<file path="src/rtl/cpu_run_pkg.sv">
// Shared definitions for the CPU run controller: FSM state encoding and
// stop-cause codes reported on stop_cause.
package cpu_run_pkg;

  typedef enum logic [2:0] {
    ST_IDLE  = 3'd0,
    ST_RESET = 3'd1,
    ST_RUN   = 3'd2,
    ST_STEP  = 3'd3,
    ST_DONE  = 3'd4
  } run_state_t;

  localparam logic [1:0] CAUSE_NONE  = 2'b00;
  localparam logic [1:0] CAUSE_LIMIT = 2'b01;
  localparam logic [1:0] CAUSE_OVF   = 2'b10;
  localparam logic [1:0] CAUSE_EXT   = 2'b11;

endpackage

</file>
<file path="src/rtl/ce_divider.sv">
// Free-running phase counter producing a one-cycle clock-enable every DIV
// cycles; phase is held at zero whenever enable is low.
module ce_divider #(
  parameter int DIV = 2
) (
  input  logic clk,
  input  logic rst,
  input  logic enable,
  output logic ce
);

  localparam int              PH_W    = (DIV > 1) ? $clog2(DIV) : 1;
  localparam logic [PH_W-1:0] PH_LAST = PH_W'(DIV - 1);

  logic [PH_W-1:0] phase;

  always_ff @(posedge clk or negedge rst) begin
    if (!rst)                            phase <= '0;
    else if (!enable || phase == PH_LAST) phase <= '0;
    else                                  phase <= phase + 1'b1;
  end

  assign ce = enable && (phase == PH_LAST);

endmodule

</file>
<file path="src/rtl/cpu_run_ctrl.sv">
// Run controller for a slow CPU core: reset sequencing, divided clock-enable,
// single-step, cycle limit and stop-cause capture.
//
//   state    | meaning
//   ---------+-----------------------------------------------------------
//   ST_IDLE  | CPU held in reset, waiting for start
//   ST_RESET | CPU reset asserted for RST_CYCLES base cycles
//   ST_RUN   | free run, cpu_ce every DIV base cycles
//   ST_STEP  | one cpu_ce per rising edge of step
//   ST_DONE  | stopped, results frozen until the next start
module cpu_run_ctrl
  import cpu_run_pkg::*;
#(
  parameter int DATA_W     = 32,
  parameter int DIV        = 2,
  parameter int RST_CYCLES = 4,
  parameter int CNT_W      = 16
) (
  input  logic              clk,
  input  logic              rst,
  input  logic              start,
  input  logic              stop_req,
  input  logic              step_mode,
  input  logic              step,
  input  logic [CNT_W-1:0]  max_cycles,
  input  logic              trap_of_en,
  input  logic [DATA_W-1:0] alu_f,
  input  logic              of,
  input  logic              zf,
  output logic              cpu_ce,
  output logic              cpu_rst,
  output logic              running,
  output logic              done,
  output logic [1:0]        stop_cause,
  output logic [CNT_W-1:0]  cycle_cnt,
  output logic [DATA_W-1:0] last_alu_f,
  output logic              last_of,
  output logic              last_zf
);

  localparam logic [7:0] RST_LOAD = 8'(RST_CYCLES - 1);

  run_state_t       state, state_nxt;
  logic [7:0]       rst_cnt;
  logic             step_q, step_pend, div_ce, start_acc;
  logic [CNT_W-1:0] cnt_inc;
  logic [1:0]       cause_hit;

  assign running   = (state == ST_RUN) || (state == ST_STEP);
  assign done      = (state == ST_DONE);
  assign start_acc = start && ((state == ST_IDLE) || (state == ST_DONE));
  assign cnt_inc   = (&cycle_cnt) ? cycle_cnt : cycle_cnt + 1'b1;

  ce_divider #(.DIV(DIV)) u_ce_div (
    .clk    (clk),
    .rst    (rst),
    .enable (state == ST_RUN),
    .ce     (div_ce)
  );

  always_comb begin
    state_nxt = state;
    cpu_ce    = 1'b0;
    cpu_rst   = 1'b0;
    cause_hit = CAUSE_NONE;
    case (state)
      ST_IDLE: begin
        cpu_rst = 1'b1;
        if (start) state_nxt = ST_RESET;
      end
      ST_RESET: begin
        cpu_rst = 1'b1;
        if (rst_cnt == '0) state_nxt = step_mode ? ST_STEP : ST_RUN;
      end
      ST_RUN: begin
        cpu_ce = div_ce;
        // leave for STEP only on a phase wrap so no partial CPU cycle is lost
        if (div_ce && step_mode) state_nxt = ST_STEP;
      end
      ST_STEP: begin
        cpu_ce = step_pend;
        if (!step_mode) state_nxt = ST_RUN;
      end
      ST_DONE: begin
        if (start) state_nxt = ST_RESET;
      end
      default: state_nxt = ST_IDLE;
    endcase

    if (running) begin
      if (stop_req)                                                   cause_hit = CAUSE_EXT;
      else if (cpu_ce && trap_of_en && of)                            cause_hit = CAUSE_OVF;
      else if (cpu_ce && (max_cycles != '0) && (cnt_inc == max_cycles)) cause_hit = CAUSE_LIMIT;
      if (cause_hit != CAUSE_NONE) state_nxt = ST_DONE;
    end
  end

  always_ff @(posedge clk or negedge rst) begin
    if (!rst) begin
      state      <= ST_IDLE;
      rst_cnt    <= '0;
      step_q     <= 1'b0;
      step_pend  <= 1'b0;
      cycle_cnt  <= '0;
      last_alu_f <= '0;
      last_of    <= 1'b0;
      last_zf    <= 1'b0;
      stop_cause <= CAUSE_NONE;
    end else begin
      state     <= state_nxt;
      step_q    <= step;
      step_pend <= (state == ST_STEP) && step && !step_q;
      if (start_acc) begin
        rst_cnt    <= RST_LOAD;
        cycle_cnt  <= '0;
        last_alu_f <= '0;
        last_of    <= 1'b0;
        last_zf    <= 1'b0;
        stop_cause <= CAUSE_NONE;
      end else begin
        if ((state == ST_RESET) && (rst_cnt != '0)) rst_cnt <= rst_cnt - 1'b1;
        if (cpu_ce) begin
          cycle_cnt  <= cnt_inc;
          last_alu_f <= alu_f;
          last_of    <= of;
          last_zf    <= zf;
        end
        if (cause_hit != CAUSE_NONE) stop_cause <= cause_hit;
      end
    end
  end

endmodule

</file>
<file path="config.mk">
export PLATFORM = sky130hd
export DESIGN_NAME = cpu_run_ctrl
export DESIGN_NICKNAME = d
export VERILOG_FILES = /design/src/rtl/cpu_run_pkg.sv /design/src/rtl/ce_divider.sv /design/src/rtl/cpu_run_ctrl.sv
export SDC_FILE = /design/constraint.sdc
export NUM_CORES = 1
export LEC_CHECK = 0
export ABC_CLOCK_PERIOD_IN_PS = 4600
export CORE_ASPECT_RATIO = 1.75
export CORE_UTILIZATION = 51
export CTS_CLUSTER_DIAMETER = 40
export DETAILED_ROUTE_END_ITERATION = 10
export GPL_ROUTABILITY_DRIVEN = 0
export PLACE_DENSITY = 0.86
export RECOVER_POWER = 25
export REMOVE_ABC_BUFFERS = 1
export SLEW_MARGIN = 5
export SYNTH_ARGS = -nofsm -noshare
export SYNTH_HDL_FRONTEND = slang
export SYNTH_SLANG_ARGS = --single-unit
export TNS_END_PERCENT = 30
</file>
<file path="constraint.sdc">
create_clock -name clk -period 4.6 [get_ports clk]
set_clock_uncertainty 0.05 [all_clocks]
set_input_delay 0.92 -clock clk [delete_from_list [all_inputs] [get_ports clk]]
set_output_delay 0.92 -clock clk [all_outputs]
set_load 0.005 [all_outputs]
</file>
==> qor.txt, run 1 <==
Status -> finished with violations
Failing checks -> max-capacitance violations, max-slew violations
Max-slew violations -> 41
DR vias/cell -> 6.150
Kind of critical path -> reg -> reg
Critical Path Fanout Max -> 9
Row cnt -> 40
First-pass DRT Iterations -> 7
Drt drc -> 0
Via Count -> 3819
Leak -> 2.281 nW
Rel. slew slack -> -39.89%
Clk buf depth -> 2
Total track usage -> 31.11%
Peak VDD IR -> 0.0002772 V
Main synth FF type -> dfrtp_1
Starting Density -> 53.63%
Avg WL per Cell -> 17.59 um
Worst Max-Slew Pin Slew -> 2.098 ns
Layout cells sized above 1 -> 6.331%
Number of global-route vias before repair -> 3750
Endpoint class of the critical path -> flop
TritonCTS clock tree -> built
Max Clock Freq -> 318.2 MHz
Hold_ws -> 0.3551 ns
Cell Pwr Density -> 419.8 nW/um^2
Fin crit period -> 3.143 ns
Post-synth EDFFs -> 0
Most frequent cells in the layout -> clkdlybuf4s50_1, nand2_1, dfrtp_1, nand3_1, nor2_1
Clk_lat worst skew -> 0.33 ns
Nets -> 591
Mapped Cells -> 436
Commonest non-fill, non-tap cell in the layout -> clkdlybuf4s50_1
Drt initial violations -> 444
Post-CTS Resized -> 0
Worst hold path startpoint -> step_q$_DFF_PN0_
Post-Syn Area per Cell -> 8.558 sq um
Pin count of the biggest net entering global routing -> 51
Sink Count -> 66
R2R Path Start -> cycle_cnt[0]$_DFFE_PN0P_
CP Launch Point -> cycle_cnt[0]$_DFFE_PN0P_
IO Count -> 113
Fin crit share -> 68.33%
Setup Total Neg Slack -> 0 ns
Worst Path Required -> 4.82 ns
Area Overhead vs Synth -> 37.86%
GRT overflow -> 0
Critical path arrival -> 3.36 ns
Endpoints failing setup -> 0
Yosys warns -> 0
Finished Layout Cells -> 621
Antenna violations before repair -> 0
Final hold vios -> 0
Port Buffers -> 112
Final HPWL DP -> 7.559 mm
Clk pin slew, worst setup/hold paths -> 0.05 ns
Max-cap violation count -> 1
CORE AREA -> 6957 sq um
Antenna viol nets, final -> 0
Post-CTS setup buffer count -> 0
H-tree depth -> 3
Antenna Cells -> 0
CTS Buf Count -> 9
Die Y -> 115.2 um
Cts hold-fix bufs -> 0
Yosys reg bits -> 66
Die W -> 66.66 um
CTS root buf -> clkbuf_16
Hold Path Class -> reg -> reg
Register area share after synthesis -> 44.27%
Post-synth ARST share -> 100.0%
Routed WL -> 10.92 mm
Dpl cells -> 605
Die footprint -> 7675 sq um
Netlist cell types -> 57
RSZ-0062 raised after global routing -> no
Critical Path Start Type -> flop
First-pass GRT wire length -> 17.80 mm
Post-Syn Area -> 3731 sq um
==> layer usage <==
layer	routed length [um]	track usage [%]	up-vias
met5	0	0	-
met4	536	20.99	0
met3	927	8.036	52
met2	5492	49.70	230
met1	3966	35.82	1808
li1	-	-	1729
==> critical path, cell delays in order, from the launching register on <==
cell	delay (ns)
dfrtp_1	0.46
ha_1	0.34
nand3_1	0.23
nor4_4	0.11
nor4b_1	0.73
nand3b_1	0.16
a211o_1	0.36
nor4_4	0.40
o221a_1	0.25
==> cell type report <==
class                      count  area, sq um
clock inverter                 5        53.80
inverter                       7        26.28
sequential                    66         1652
fill                         480         1813
tap                           84        105.1
timing repair buffer         117         1152
clock buffer                  11        242.7
multi-input combinational    331         1912
==> stage by stage <==
stage                     instance area [sq um]  utilization [%]  setup slack [ns]  total power [mW]
after global placement                     4848            69.69             1.452             1.449
after CTS                                  5145            73.96             1.550             2.160
final                                      5144            73.94             1.457             2.159
after global routing                       5144            73.94             1.291             2.282
after floorplan                            3587                -            0.8590             1.148
after detailed placement                   4848            69.69             1.358             1.480
==> cell usage after synthesis, types with 7 or more instances <==
| master | instances | area share, % |
|---|---|---|
| nor2_1 | 28 | 2.8 |
| nand2_1 | 95 | 9.6 |
| clkbuf_1 | 18 | 1.8 |
| o21ai_0 | 23 | 3.1 |
| nor4_1 | 9 | 1.5 |
| nand4_1 | 9 | 1.5 |
| nand3_1 | 48 | 6.4 |
| a21oi_1 | 10 | 1.3 |
| xnor2_1 | 13 | 3.1 |
| nor3_1 | 7 | 0.94 |
| dfrtp_1 | 66 | 44 |
| xor2_1 | 8 | 1.9 |
==> sequential cells by signal, indices dropped and copies added (netlist names) <==
name            cells
step_q              1
rst_cnt             8
last_zf             1
last_of             1
last_alu_f         32
step_pend           1
cycle_cnt          16
u_ce_div.phase      1
state               3
stop_cause          2
==> where the power goes <==
part	leakage [nW]	internal [mW]	switching, mW	total [mW]
clock network	0.149	0.432	0.240	0.672
logic	1.24	0.333	0.290	0.623
registers	0.892	0.691	0.174	0.864
total	2.28	1.46	0.704	2.16
==> path summary, 6_finish.rpt <==
path | end | slack [ns] | depth (start not counted)
max | stop_cause[0]$_DFFE_PN0P_ | 1.46 | 8
min | step_pend$_DFF_PN0_ | 0.36 | 1
max reg2reg | stop_cause[0]$_DFFE_PN0P_ | 1.46 | 8
min reg2reg | step_pend$_DFF_PN0_ | 0.36 | 1
max in group asynchronous | last_alu_f[14]$_DFFE_PN0P_ | 2.03 | 2
min in group asynchronous | last_alu_f[15]$_DFFE_PN0P_ | 1.15 | 1
==> logic make-up after synthesis <==
| kind of cell | count (synthesis) | share of synthesized area, % |
|---|---|---|
| buffers and inverters | 39 | 4.560 |
| adder cells (fa/ha/maj) | 2 | 0.6706 |
| AND/OR/NAND/NOR | 233 | 31.29 |
| flip-flops | 66 | 44.27 |
| AO/OA/AOI/OAI | 67 | 12.07 |
| multiplexers | 8 | 2.213 |
| XOR/XNOR | 21 | 4.930 |
Note: power is estimated with default switching activity, not from simulation.
==> inputs of run 2 (changes only) <==
--- a/config.mk
+++ b/config.mk
@@ -5,13 +5,13 @@
 export SDC_FILE = /design/constraint.sdc
 export NUM_CORES = 1
 export LEC_CHECK = 0
-export ABC_CLOCK_PERIOD_IN_PS = 4600
+export ABC_CLOCK_PERIOD_IN_PS = 2700
 export CORE_ASPECT_RATIO = 1.75
-export CORE_UTILIZATION = 51
+export CORE_UTILIZATION = 43
 export CTS_CLUSTER_DIAMETER = 40
 export DETAILED_ROUTE_END_ITERATION = 10
 export GPL_ROUTABILITY_DRIVEN = 0
-export PLACE_DENSITY = 0.86
+export PLACE_DENSITY = 0.77
 export RECOVER_POWER = 25
 export REMOVE_ABC_BUFFERS = 1
 export SLEW_MARGIN = 5
==> constraint.sdc (replaced) <==
create_clock -name clk -period 2.7 [get_ports clk]
set_clock_uncertainty 0.05 [all_clocks]
set_input_delay 0.54 -clock clk [delete_from_list [all_inputs] [get_ports clk]]
set_output_delay 0.54 -clock clk [all_outputs]
set_load 0.005 [all_outputs]
==> run 2 against run 1 <==
Compared with the run above:
- the run now ends clean
- power increased by 76%
- sequential share of layout area decreased by 1.6 points
- cell count increased by 9.7%
- non-clock buffer count increased by 29
- combinational power increased by 110%
- largest cell class unchanged
- highest routed layer unchanged
==> qor.txt, run 2 (synthesis results as in run 1) <==
Worst reg2reg path depth -> 8 (unchanged)
Rel. slew slack -> 19.64% (+60 points)
Max Clock Freq -> 373.7 MHz (+17%)
Starting Density -> 44.59% (-9.0 points)
Worst Path Required -> 2.92 ns (-1.90 ns)
Fin crit period -> 2.676 ns (-0.4669 ns)
Leak -> 2.420 nW (+6.1%)
DR vias/cell -> 5.593 (-9.0%)
Fin worst setup slack -> 0.02380 ns (-1.433 ns)
Commonest non-fill, non-tap cell in the layout -> clkdlybuf4s50_1
CORE AREA -> 8368 sq um (+20%)
IO Count -> 113 (unchanged)
Clk pin slew, worst setup/hold paths -> 0.05 ns (about the same)
DP Area -> 5105 sq um (+5.3%)
Die Y -> 125.2 um (+8.7%)
Die footprint -> 9068 sq um (+18%)
Antenna viol nets, final -> 0 (unchanged)
Final hold vios -> 0 (unchanged)
Status -> complete, no violations
First-pass DRT Iterations -> 4 (-3)
Buf/Inv on CP -> 1 (+1)
Hold Path End -> step_pend$_DFF_PN0_
TritonCTS clock tree -> built
CP most frequent cell -> nor4_4
Port Buffers -> 112 (unchanged)
Slowest CP cell -> nor4_4
First-pass GRT wire length -> 17.84 mm (+0.19%)
Nets -> 620 (+4.9%)
Pin count of the biggest net entering global routing -> 51 (unchanged)
RR Endpoint -> stop_cause[0]$_DFFE_PN0P_
Worst slack, placed -> -0.1765 ns (-1.534 ns)
R2R Path Start -> cycle_cnt[13]$_DFFE_PN0P_
Overall Power -> 3.805 mW (+76%)
Max FFs per register -> 32 (unchanged)
Most frequent cells in the layout -> clkdlybuf4s50_1, nand2_1, dfrtp_1, nand3_1, buf_4
Routed WL -> 11.18 mm (+2.4%)
Cell Pwr Density -> 703.7 nW/um^2 (+68%)
Top Registers -> last_alu_f (32), cycle_cnt (16), rst_cnt (8)
Max-cap violation count -> 0 (-1)
GRT overflow -> 0 (unchanged)
Antenna Cells -> 0 (unchanged)
CTS Buf Count -> 9 (unchanged)
Sink Count -> 66 (unchanged)
Critical path arrival -> 2.89 ns (-0.47 ns)
Clk_lat worst skew -> 0.33 ns (about the same)
Worst-path cell chain -> nand4_1 > nor4_4 > buf_4 > mux2i_1 > nor4_2 > o2111ai_1 > nor4_4 > o221a_1
Row cnt -> 44 (+10%)
Number of global-route vias before repair -> 3680 (-1.9%)
Worst Max-Slew Pin Slew -> 1.205 ns (-0.8930 ns)
Area Overhead vs Synth -> 44.90%
RSZ-0062 raised after global routing -> yes
Avg WL per Cell -> 16.42 um (-6.6%)
Cts hold-fix bufs -> 0 (unchanged)
Die W -> 72.42 um (+8.6%)
CTS root buf -> clkbuf_16
Endpoint class of the critical path -> flop
Drt initial violations -> 267 (-40%)
Largest Register -> last_alu_f
Peak VDD IR -> 0.0005601 V (+100%)
Critical Path Start Type -> flop
Top Family by Delay on Critical Path -> simple AND/OR/NAND/NOR gates
Fin crit share -> 99.12% (+31 points)
Drt drc -> 0 (unchanged)
Total track usage -> 25.70% (-5.4 points)
H-tree depth -> 3 (unchanged)
Hold depth -> 1 (unchanged)
Clk buf depth -> 2 (unchanged)
Fill cells -> 738 (+54%)
Worst hold path startpoint -> step_q$_DFF_PN0_
Fin util -> 64.61% (-9.3 points)
Antenna violations before repair -> 0 (unchanged)
Flop-to-flop setup slack -> 0.02 ns (-1.43 ns)
Hold Path Class -> reg -> reg
CP max stage delay -> 0.46 ns (-0.27 ns)
Kind of critical path -> reg -> reg
Via Count -> 3809 (-0.26%)
Layout cells sized above 1 -> 11.31% (+5.0 points)
Max-slew violations -> 0 (-100%)
Final HPWL DP -> 8.263 mm (+9.3%)
Design Area, Final -> 5406 sq um (+5.1%)
Endpoints failing setup -> 0 (unchanged)
Critical Path Fanout Max -> 8 (-1)
run 2: timing repair:
action / CTS / global route
pin swaps: 0 / 1
setup buffers: 0 / 0
endpoints found under the hold margin: 0 / 0
gates resized for setup: 1 / 1
endpoints found under the setup margin: 1 / 2
run 2: metal layers:
metal | share of wire, % | vias to the layer above | wire, um | track usage, %
li1 | - | 1797 | - | -
met1 | 37 | 1823 | 4142 | 29.12
met2 | 52 | 151 | 5840 | 42.61
met3 | 6.0 | 38 | 666 | 6.769
met4 | 4.8 | 0 | 533 | 14.88
met5 | 0 | - | 0 | 0
run 2: through the flow:
stage                     TNS [ns]  cells  hold WS, ns
after global placement    -0.01990    665       0.3463
after CTS                        0    681       0.1304
after detailed placement   -0.6029    665       0.3523
after global routing      -0.01842    681       0.3801
after floorplan             -26.46    404       0.1944
final                            0    681       0.3510
run 2: worst max-delay path by stage:
| stage | from | cells past startpoint | slack (ns) | endpoint |
|---|---|---|---|---|
| 3_5_place_dp | max_cycles[0] | 7 | -0.18 | stop_cause[0]$_DFFE_PN0P_ |
| 5_1_grt | cycle_cnt[13]$_DFFE_PN0P_ | 8 | -0.02 | stop_cause[0]$_DFFE_PN0P_ |
| 4_1_cts | state[2]$_DFF_PN0_ | 6 | 0.04 | cpu_ce |
| 6_report | cycle_cnt[13]$_DFFE_PN0P_ | 8 | 0.02 | stop_cause[0]$_DFFE_PN0P_ |
| 2_1_floorplan | state[0]$_DFF_PN0_ | 8 | -1.04 | state[2]$_DFF_PN0_ |
| 3_3_place_gp | max_cycles[0] | 7 | -0.02 | stop_cause[0]$_DFFE_PN0P_ |
run 2: worst register-to-register path, cell delays in order (launching register included):
cell and delay, ns:
dfrtp_1 0.41, nand4_1 0.26, nor4_4 0.34, buf_4 0.20, mux2i_1 0.09, nor4_2 0.31
o2111ai_1 0.21, nor4_4 0.46, o221a_1 0.27
run 2: layout make-up:
cell class / count / area, sq um / area share [%]
Clock buffer: 12 / 256.5 / 4.744
Clock inverter: 4 / 50.05 / 0.9257
Inverter: 7 / 26.28 / 0.4860
Multi-Input combinational cell: 331 / 1914 / 35.41
Sequential cell: 66 / 1652 / 30.55
Tap cell: 115 / 143.9 / 2.661
Timing Repair Buffer: 146 / 1364 / 25.23
run 2: power by group:
group / switching, mW / internal [mW]
registers: 0.162 / 1.18
logic: 0.633 / 0.649
clock network: 0.418 / 0.763
total: 1.21 / 2.59
==> inputs of run 3 (changes only) <==
--- a/config.mk
+++ b/config.mk
@@ -14,6 +14,7 @@
 export PLACE_DENSITY = 0.77
 export RECOVER_POWER = 25
 export REMOVE_ABC_BUFFERS = 1
+export SETUP_SLACK_MARGIN = 0.5
 export SLEW_MARGIN = 5
 export SYNTH_ARGS = -nofsm -noshare
 export SYNTH_HDL_FRONTEND = slang
==> run 3 against run 2 <==
Compared with the run above:
- routed wire length rose by 3.8%
- non-clock buffer count rose by 12
- worst setup slack improved by 0.15 ns
- sequential share of layout area fell by 1.1 points
- via count rose by 2.5%
- sequential power barely moved
- first-iteration DRC count fell by 10%
- critical path type unchanged
- critical endpoint unchanged
==> qor.txt, run 3 (synthesis results as in run 1) <==
Pin count of the biggest net entering global routing -> 51 (unchanged)
Sw Pwr -> 1.263 mW (+4.0%)
Kind of critical path -> reg -> reg
Die Y -> 125.2 um (unchanged)
Worst hold path startpoint -> step_q$_DFF_PN0_
Status -> complete, no violations
Max Clock Freq -> 396.2 MHz (+6.0%)
Number of global-route vias before repair -> 3735 (+1.5%)
Leak -> 2.507 nW (+3.6%)
IO Count -> 113 (unchanged)
Avg WL per Cell -> 16.75 um (+2.0%)
Final hold vios -> 0 (unchanged)
Fin crit period -> 2.524 ns (-0.1519 ns)
Drt initial violations -> 240 (-10%)
Drt drc -> 0 (unchanged)
Critical path arrival -> 2.74 ns (-0.15 ns)
P_int -> 2.645 mW (+2.1%)
Reg power frac -> 34.7% (-0.5 points)
Max-slew violations -> 0 (unchanged)
Most frequent cells in the layout -> clkdlybuf4s50_1, nand2_1, dfrtp_1, nand3_1, buf_4
Flop-to-flop setup slack -> 0.18 ns (+0.15 ns)
Rel. slew slack -> 19.17% (-0.47 points)
Peak VDD IR -> 0.0005614 V (+0.23%)
Worst Max-Slew Pin Slew -> 1.212 ns (+0.007068 ns)
Logic pwr share -> 34.9% (+1.2 points)
Hold Path End -> step_pend$_DFF_PN0_
Setup Total Neg Slack -> 0 ns (unchanged)
First-pass DRT Iterations -> 5 (+1)
Die W -> 72.42 um (unchanged)
Worst reg2reg path depth -> 9 (+1)
Critical Path Fanout Max -> 5 (-3)
H-tree depth -> 3 (unchanged)
R2R Path Start -> cycle_cnt[13]$_DFFE_PN0P_
Nets -> 632 (+1.9%)
Fin crit share -> 93.49% (-5.6 points)
Clk_lat worst skew -> 0.34 ns (about the same)
Final HPWL DP -> 8.263 mm (unchanged)
Antenna viol nets, final -> 0 (unchanged)
RR Endpoint -> stop_cause[0]$_DFFE_PN0P_
Commonest non-fill, non-tap cell in the layout -> clkdlybuf4s50_1
Port Buffers -> 112 (unchanged)
Switch share -> 32.32% (+0.41 points)
Antenna Cells -> 0 (unchanged)
Clk pwr share -> 30.4% (-0.6 points)
Critical Path Start Type -> flop
Row cnt -> 44 (unchanged)
Antenna violations before repair -> 0 (unchanged)
CTS Buf Count -> 9 (unchanged)
First-pass GRT wire length -> 18.11 mm (+1.5%)
Fin util -> 67.17% (+2.6 points)
Largest Register -> last_alu_f
CTS root buf -> clkbuf_16
Die footprint -> 9068 sq um (unchanged)
Hold depth -> 1 (unchanged)
Via Count -> 3903 (+2.5%)
RSZ-0062 raised after global routing -> yes
Layout cells sized above 1 -> 15.92% (+4.6 points)
DR vias/cell -> 5.632 (+0.69%)
Area Overhead vs Synth -> 50.64%
Sink Count -> 66 (unchanged)
CORE AREA -> 8368 sq um (unchanged)
Total track usage -> 26.04% (+0.33 points)
Max-cap violation count -> 0 (unchanged)
GRT overflow -> 0 (unchanged)
Hold Path Class -> reg -> reg
Cts hold-fix bufs -> 0 (unchanged)
TritonCTS clock tree -> built
Routed WL -> 11.61 mm (+3.8%)
Starting Density -> 44.59% (unchanged)
Clk buf depth -> 2 (unchanged)
Worst Path Required -> 2.91 ns (about the same)
Top Registers -> last_alu_f (32), cycle_cnt (16), rst_cnt (8)
Endpoints failing setup -> 0 (unchanged)
Endpoint class of the critical path -> flop
Clk pin slew, worst setup/hold paths -> 0.05 ns (about the same)
Cell Pwr Density -> 695.2 nW/um^2 (-1.2%)
Max FFs per register -> 32 (unchanged)
-- run 3: changes by cell type in the layout (fill, tap and decap cells not counted), sizes merged --
cell  before  now
buf       32   44
-- run 3: worst max-delay path, stage by stage, from the launching register on --
cell and delay, ns:
dfrtp_1 0.40, nand4_1 0.24, buf_4 0.22, o21ai_0 0.13, a22oi_1 0.10, o21a_1 0.22, a2111o_1 0.44, nor4_4 0.27
buf_4 0.19, o221a_1 0.20
-- run 3: routing by layer --
layer  routed length [um]  vias to the layer above  GRT usage [%]
li1                     -                     1815              -
met1                 4220                     1871          29.64
met2                 6112                      176          43.38
met3                  665                       41          6.608
met4                  607                        0          14.65
met5                    0                        -              0
-- run 3: worst max-delay path by stage --
stage | startpoint | to | slack (ns) | depth (start not counted)
global route | cycle_cnt[0]$_DFFE_PN0P_ | stop_cause[0]$_DFFE_PN0P_ | 0.10 | 11
floorplan | state[0]$_DFF_PN0_ | state[2]$_DFF_PN0_ | -1.04 | 8
detailed placement | max_cycles[0] | stop_cause[0]$_DFFE_PN0P_ | -0.18 | 7
CTS | cycle_cnt[1]$_DFFE_PN0P_ | stop_cause[0]$_DFFE_PN0P_ | 0.21 | 10
finish | cycle_cnt[13]$_DFFE_PN0P_ | stop_cause[0]$_DFFE_PN0P_ | 0.18 | 9
global placement | max_cycles[0] | stop_cause[0]$_DFFE_PN0P_ | -0.02 | 7
-- run 3: area by class of cell --
class	count	area [sq um]
inverter	7	26.28
clock buffer	12	256.5
multi-input combinational	331	2012
clock inverter	4	50.05
fill	700	2748
timing repair buffer	158	1476
tap	115	143.9
sequential	66	1655
-- run 3: per-stage QoR --
| step | instances | hold WS, ns | instance area (sq um) | worst slack (ns) | power [mW] |
|---|---|---|---|---|---|
| after CTS | 685 | 0.1303 | 5505 | 0.2096 | 3.855 |
| final | 693 | 0.3506 | 5620 | 0.1757 | 3.907 |
| after detailed placement | 665 | 0.3523 | 5105 | -0.1765 | 2.629 |
| after floorplan | 404 | 0.1944 | 3587 | -1.041 | 1.955 |
| after global placement | 665 | 0.3463 | 5105 | -0.01990 | 2.584 |
| after global routing | 693 | 0.3801 | 5620 | 0.1007 | 4.113 |
-- run 3: timing repair --
action | 4_1_cts | 5_1_grt
setup buffers | 4 | 8
pin swaps | 8 | 7
gates resized for setup | 15 | 16
cloned | 0 | 0
endpoints found under the setup margin | 8 | 13
-- run 3: power groups by stage --
stage          Combinational, mW  Sequential, mW  Clock [mW]
6_report                    1.37            1.36        1.19
5_1_grt                     1.48            1.38        1.25
4_1_cts                     1.30            1.35        1.20
3_5_place_dp                1.28            1.35           0
3_3_place_gp                1.24            1.34           0
2_1_floorplan              0.540            1.42           0
